### src/rtl/uart_cmd_decoder_if.sv
// Command-decoder bus: UART RX bytes and busy in; counter load, control strobes and ack out.
interface uart_cmd_decoder_if;
    logic [7:0] rx_data;
    logic       rx_valid;
    logic       busy;
    logic       cnt_shift;
    logic [7:0] cnt_byte;
    logic       start;
    logic       clear;
    logic       load_done;
    logic       err;
    logic [7:0] ack_data;
    logic       ack_valid;

    modport master (
        output rx_data, rx_valid, busy,
        input  cnt_shift, cnt_byte, start, clear, load_done, err, ack_data, ack_valid
    );

    modport slave (
        input  rx_data, rx_valid, busy,
        output cnt_shift, cnt_byte, start, clear, load_done, err, ack_data, ack_valid
    );
endinterface

### src/rtl/uart_cmd_decoder.sv
// Decodes single-character host commands into counter-load bytes, start/clear strobes
// and a one-byte acknowledge; a load command collects 4 payload bytes with an idle timeout.
module uart_cmd_decoder #(
    parameter logic [23:0] TIMEOUT_CYCLES = 24'd10_000_000,
    parameter logic [7:0]  CMD_LOAD       = 8'h4E,
    parameter logic [7:0]  CMD_START      = 8'h53,
    parameter logic [7:0]  CMD_CLEAR      = 8'h43
) (
    input  logic                 clk,
    input  logic                 rst,
    uart_cmd_decoder_if.slave    bus_if
);

    localparam logic [7:0] ACK_OK  = 8'h4B;
    localparam logic [7:0] ACK_REJ = 8'h3F;
    localparam logic [7:0] ACK_TMO = 8'h21;

    typedef enum logic {IDLE, LOAD} state_t;

    state_t      state_q, state_d;
    logic [1:0]  idx_q, idx_d;
    logic [23:0] timer_q, timer_d;
    logic        cnt_shift_q, cnt_shift_d;
    logic [7:0]  cnt_byte_q, cnt_byte_d;
    logic        start_q, start_d;
    logic        clear_q, clear_d;
    logic        load_done_q, load_done_d;
    logic        err_q, err_d;
    logic [7:0]  ack_data_q, ack_data_d;
    logic        ack_valid_q, ack_valid_d;

    always_ff @(posedge clk) begin
        if (rst) begin
            state_q     <= IDLE;
            idx_q       <= 2'd0;
            timer_q     <= 24'd0;
            cnt_shift_q <= 1'b0;
            cnt_byte_q  <= 8'd0;
            start_q     <= 1'b0;
            clear_q     <= 1'b0;
            load_done_q <= 1'b0;
            err_q       <= 1'b0;
            ack_data_q  <= 8'd0;
            ack_valid_q <= 1'b0;
        end else begin
            state_q     <= state_d;
            idx_q       <= idx_d;
            timer_q     <= timer_d;
            cnt_shift_q <= cnt_shift_d;
            cnt_byte_q  <= cnt_byte_d;
            start_q     <= start_d;
            clear_q     <= clear_d;
            load_done_q <= load_done_d;
            err_q       <= err_d;
            ack_data_q  <= ack_data_d;
            ack_valid_q <= ack_valid_d;
        end
    end

    always_comb begin
        state_d     = state_q;
        idx_d       = idx_q;
        timer_d     = timer_q;
        cnt_shift_d = 1'b0;
        cnt_byte_d  = cnt_byte_q;
        start_d     = 1'b0;
        clear_d     = 1'b0;
        load_done_d = 1'b0;
        err_d       = 1'b0;
        ack_data_d  = ack_data_q;
        ack_valid_d = 1'b0;

        unique case (state_q)
            IDLE: begin
                idx_d   = 2'd0;
                timer_d = 24'd0;
                if (bus_if.rx_valid) begin
                    if (bus_if.rx_data == CMD_CLEAR) begin
                        clear_d     = 1'b1;
                        ack_data_d  = ACK_OK;
                        ack_valid_d = 1'b1;
                    end else if (bus_if.rx_data == CMD_LOAD && !bus_if.busy) begin
                        state_d = LOAD;
                    end else if (bus_if.rx_data == CMD_START && !bus_if.busy) begin
                        start_d     = 1'b1;
                        ack_data_d  = ACK_OK;
                        ack_valid_d = 1'b1;
                    end else begin
                        err_d       = 1'b1;
                        ack_data_d  = ACK_REJ;
                        ack_valid_d = 1'b1;
                    end
                end
            end
            LOAD: begin
                // An arriving byte takes priority over an expiring timer.
                if (bus_if.rx_valid) begin
                    cnt_byte_d  = bus_if.rx_data;
                    cnt_shift_d = 1'b1;
                    idx_d       = idx_q + 2'd1;
                    timer_d     = 24'd0;
                    if (idx_q == 2'd3) begin
                        load_done_d = 1'b1;
                        ack_data_d  = ACK_OK;
                        ack_valid_d = 1'b1;
                        state_d     = IDLE;
                    end
                end else if (timer_q == TIMEOUT_CYCLES - 24'd1) begin
                    err_d       = 1'b1;
                    ack_data_d  = ACK_TMO;
                    ack_valid_d = 1'b1;
                    timer_d     = 24'd0;
                    idx_d       = 2'd0;
                    state_d     = IDLE;
                end else begin
                    timer_d = timer_q + 24'd1;
                end
            end
            default: state_d = IDLE;
        endcase
    end

    assign bus_if.cnt_shift = cnt_shift_q;
    assign bus_if.cnt_byte  = cnt_byte_q;
    assign bus_if.start     = start_q;
    assign bus_if.clear     = clear_q;
    assign bus_if.load_done = load_done_q;
    assign bus_if.err       = err_q;
    assign bus_if.ack_data  = ack_data_q;
    assign bus_if.ack_valid = ack_valid_q;

endmodule

### src/flat_wrapper.sv
// flat-port wrapper written by rule: the top's interface ports become plain ports
module uart_cmd_decoder_flat 
#(
    parameter logic [23:0] TIMEOUT_CYCLES = 24'd10_000_000,
    parameter logic [7:0]  CMD_LOAD       = 8'h4E,
    parameter logic [7:0]  CMD_START      = 8'h53,
    parameter logic [7:0]  CMD_CLEAR      = 8'h43
)
  (clk, rst, bus_if_rx_data, bus_if_rx_valid, bus_if_busy, bus_if_cnt_shift, bus_if_cnt_byte, bus_if_start, bus_if_clear, bus_if_load_done, bus_if_err, bus_if_ack_data, bus_if_ack_valid);
  uart_cmd_decoder_if bus_if_i ();
  input  logic clk;
  input  logic rst;
  input wire logic [$bits(bus_if_i.rx_data)-1:0] bus_if_rx_data;
  input wire logic [$bits(bus_if_i.rx_valid)-1:0] bus_if_rx_valid;
  input wire logic [$bits(bus_if_i.busy)-1:0] bus_if_busy;
  output wire logic [$bits(bus_if_i.cnt_shift)-1:0] bus_if_cnt_shift;
  output wire logic [$bits(bus_if_i.cnt_byte)-1:0] bus_if_cnt_byte;
  output wire logic [$bits(bus_if_i.start)-1:0] bus_if_start;
  output wire logic [$bits(bus_if_i.clear)-1:0] bus_if_clear;
  output wire logic [$bits(bus_if_i.load_done)-1:0] bus_if_load_done;
  output wire logic [$bits(bus_if_i.err)-1:0] bus_if_err;
  output wire logic [$bits(bus_if_i.ack_data)-1:0] bus_if_ack_data;
  output wire logic [$bits(bus_if_i.ack_valid)-1:0] bus_if_ack_valid;
  assign bus_if_i.rx_data = bus_if_rx_data;
  assign bus_if_i.rx_valid = bus_if_rx_valid;
  assign bus_if_i.busy = bus_if_busy;
  assign bus_if_cnt_shift = bus_if_i.cnt_shift;
  assign bus_if_cnt_byte = bus_if_i.cnt_byte;
  assign bus_if_start = bus_if_i.start;
  assign bus_if_clear = bus_if_i.clear;
  assign bus_if_load_done = bus_if_i.load_done;
  assign bus_if_err = bus_if_i.err;
  assign bus_if_ack_data = bus_if_i.ack_data;
  assign bus_if_ack_valid = bus_if_i.ack_valid;
  uart_cmd_decoder #(.TIMEOUT_CYCLES(TIMEOUT_CYCLES), .CMD_LOAD(CMD_LOAD), .CMD_START(CMD_START), .CMD_CLEAR(CMD_CLEAR)) u_core (.clk(clk), .rst(rst), .bus_if(bus_if_i));
endmodule
### config.mk
export PLATFORM = sky130hd
export DESIGN_NAME = uart_cmd_decoder_flat
export DESIGN_NICKNAME = d
export VERILOG_FILES = /design/src/rtl/uart_cmd_decoder_if.sv /design/src/rtl/uart_cmd_decoder.sv /design/src/flat_wrapper.sv
export SDC_FILE = /design/constraint.sdc
export NUM_CORES = 1
export LEC_CHECK = 0
export BUFFER_PORTS_ARGS = -buffer_cell sky130_fd_sc_hd__buf_2
export CAP_MARGIN = 20
export CORE_MARGIN = 2
export CORE_UTILIZATION = 55
export DETAILED_ROUTE_END_ITERATION = 8
export GPL_TIMING_DRIVEN = 0
export PLACE_DENSITY = 0.88
export SKIP_LAST_GASP = 1
export SLEW_MARGIN = 20
export SYNTH_ARGS = -nofsm -noshare
export SYNTH_HDL_FRONTEND = slang
export SYNTH_SLANG_ARGS = --single-unit
### constraint.sdc
create_clock -name clk -period 2.2 [get_ports clk]
set_clock_uncertainty 0.05 [all_clocks]
set_input_delay 0.22 -clock clk [delete_from_list [all_inputs] [get_ports clk]]
set_output_delay 0.22 -clock clk [all_outputs]
set_load 0.03 [all_outputs]
==> flow_summary.ini <==
[clock_network]
post_cts_buffers = 0
clockBufferDepth = 2
root_buffer = clkbuf_4
insertion_delay_ns = 0.36
clk_pin_slew_worst_paths_ns = 0.12
cts_inserted_buffers = 5
cts_max_level = 2
clock_sinks = 46
cts_tree = built

[run]
cap_viol_max_count = 0

[die]
die_w_um = 64.6
die_y_um = 64.6
rows = 21
die-area_sq_um = 4170
io_pins = 34
coreArea_sq_um = 3420
initial_core_util_pct = 59.0

[synth]
synthMuxAreaShare_pct = 0
synth_commonest_cells = dfxtp_1 (46), nor2_1 (31), nand2_1 (24)
synthXorXnorAreaFrac_pct = 9.55
yosysTopAreaCell = dfxtp_1
synth_top_family_by_area = simple AND/OR/NAND/NOR gates
syn_area_per_cell_sq_um = 9.09
synth_compound_area_share_pct = 8.56
synth-seq-area-share_pct = 45.7
synthAdderAreaFrac_pct = 1.24
synth_cells = 222
ys.flop_type = dfxtp_1
postSynthRegisterBits = 46
async_reset_ff_share_pct = 0
yosys.area_share.simple_pct = 30.3
synth-edff-count = 0
synth_nets = 236
synth_most_common_cell = dfxtp_1
syn_area_sq_um = 2020
synth_top_area_share_pct = 45.7
synth_area_leaders = dfxtp_1 (46%), xor2_1 (6.1%), nor2_1 (5.8%)
yosys_warnings = 0
synth.distinct_cells = 42

[critical_path]
crit_chain = ha_1, nand4_4, nor4_4, and3_4, or3_1, buf_4, buf_6, nor2_1
worstPathRequired_ns = 2.41
cpPeakStageDelay_ns = 0.39
arrival_ns = 2.25
start_kind = flip-flop
worstSetupPathType = flip-flop to flip-flop
critPathCaptureType = flip-flop
path_max_fanout = 10
cpMaxStageDelayCell = dfxtp_1

[detailed_routing]
dr.pass1.iters = 4
viasPerCell = 5.25
dr_total_vias = 1627
avgRoutedWirePerCell_um = 12.4
drt-initial-drc-count = 89
drc_errors = 0
wl_um = 3840
ant_nets = 0

[grt]
grt_max_degree = 14
grtUsageTotal_pct = 20.9
grt_first_pass_wirelength_um = 6740
antenna_found_initial = 0
overflow = 0
grt_pass1_vias = 1575

[layout]
nets = 277
register_area_sq_um = 921
antenna_cells = 0
fin_cells = 310
fin_area_sq_um = 2310
fillers = 298
multiInputGateArea_sq_um = 1010
area_delta_synth_final_pct = 14.8
drive_above_1_share_pct = 21.2

[place]
gp_congestion = 0.835
hpwl_um = 2810
dp_cells = 300
port_buffers = 32
placed_cell_area_sq_um = 2230

[min_path]
hp-class = input pin to flip-flop

[timing]
fin_tns_setup_ns = 0
period_share_pct = 92.6
slew_headroom_pct = 56.1
rsz0062_at_grt = no
max_freq_ghz = 0.491
period_needed_ns = 2.04
setup_viol = 0
final_hold_viol_count = 0
tightest_slew_ns = 0.652
final-max-slew-violation-count = 0

[power]
power.density_nw_per_um2 = 607
vdd_drop_max_uv = 420
p_leak_nw = 0.870

[outcome]
status = complete, no violations
## final timing paths
path	startpoint	slack, ns	end	cells after the start
max	u_core.timer_q[0]	0.16	u_core.timer_q[13]	8
max reg2reg	u_core.timer_q[0]	0.16	u_core.timer_q[13]	8
min	bus_if_rx_data[7]	0.06	u_core.bus_if.cnt_byte[7]	3
min reg2reg	u_core.bus_if.ack_data[0]	0.41	u_core.bus_if.ack_data[0]	2
## placed cells by master (no fill, tap or decap), types with 2 or more instances in the layout
master and instances:
nand4bb_1 3, dlygate4sd3_1 2, and3_1 3, dfxtp_1 46
buf_4 4, xnor2_1 8, nand2_1 24, nor2_1 31
nor3_1 3, inv_1 4, xor2_1 14, buf_2 32
nand2b_1 4, nand3b_1 2, nand3_1 15, buf_6 2
clkbuf_4 5, nor4_1 4, nand4_1 7, clkbuf_1 7
o2bb2ai_1 2, nor2b_1 3, a21oi_1 14, ha_1 2
## stage by stage
step / power [mW] / utilization, % / setup WS (ns) / hold WS (ns)
final: 1.41 / 67.8 / 0.163 / 0.0650
after global routing: 1.47 / 67.8 / 0.00355 / 0.0380
after CTS: 1.42 / 67.5 / 0.145 / 0.00447
after detailed placement: 1.01 / 65.4 / 0.179 / 0.379
after global placement: 1.01 / 65.4 / 0.219 / 0.380
after floorplan: 0.969 / - / 0.376 / 0.242
## worst max-delay path: cells and delay by family, from the launching register on
kind,cells,cell delay [ns]
flip-flops,1,0.39
buffers and inverters,2,0.28
adder cells (fa/ha/maj),1,0.27
AND/OR/NAND/NOR,5,0.94
## final cells by class
type                       instances  area share (%)
sequential                        46            39.8
tap                               46            2.49
clock buffer                       7            2.38
multi-input combinational        160            43.5
clock inverter                     1           0.216
inverter                           4           0.649
buffer                            12            3.24
timing repair buffer              34            7.78
## timing repair
action | 4_1_cts | 5_1_grt
resized for setup | 0 | 0
endpoints found under the setup margin | 0 | 0
hold buffers | 1 | 1
hold endpoints to repair | 1 | 1
## power by group
part	internal, mW	switching [mW]	leakage, nW
clock	0.155	0.256	0.0353
combinational	0.0509	0.0883	0.462
sequential	0.848	0.00694	0.373
## logic make-up (layout without fill, tap and decap cells)
group / Yosys count / in the layout
DFF: 46 / 46
AOI/OAI and AO/OA: 23 / 23
and+or+nand+nor: 112 / 112
xor gates and xnor gates: 22 / 22
buffers and inverters: 16 / 58
other: 1 / 1
adders and majority gates: 2 / 2
## sequential cells by signal (all words and copies together) (netlist names)
| register | flops |
|---|---|
| u_core.bus_if.clear | 1 |
| u_core.bus_if.start | 1 |
| u_core.bus_if.err | 1 |
| u_core.timer_q | 24 |
| u_core.idx_q | 2 |
| u_core.bus_if.cnt_byte | 8 |
| u_core.state_q | 1 |
| u_core.bus_if.ack_valid | 1 |
| u_core.bus_if.load_done | 1 |
| u_core.bus_if.ack_data | 5 |
| u_core.bus_if.cnt_shift | 1 |
## per-layer routing
| layer | track usage [%] | vias up | wire length [um] |
|---|---|---|---|
| li1 | - | 835 | - |
| met1 | 26.4 | 757 | 1780 |
| met2 | 33.7 | 31 | 1840 |
| met3 | 5.73 | 4 | 176 |
| met4 | 8.24 | 0 | 54 |
| met5 | 0 | - | 0 |
(Power assumes the default switching activity.)
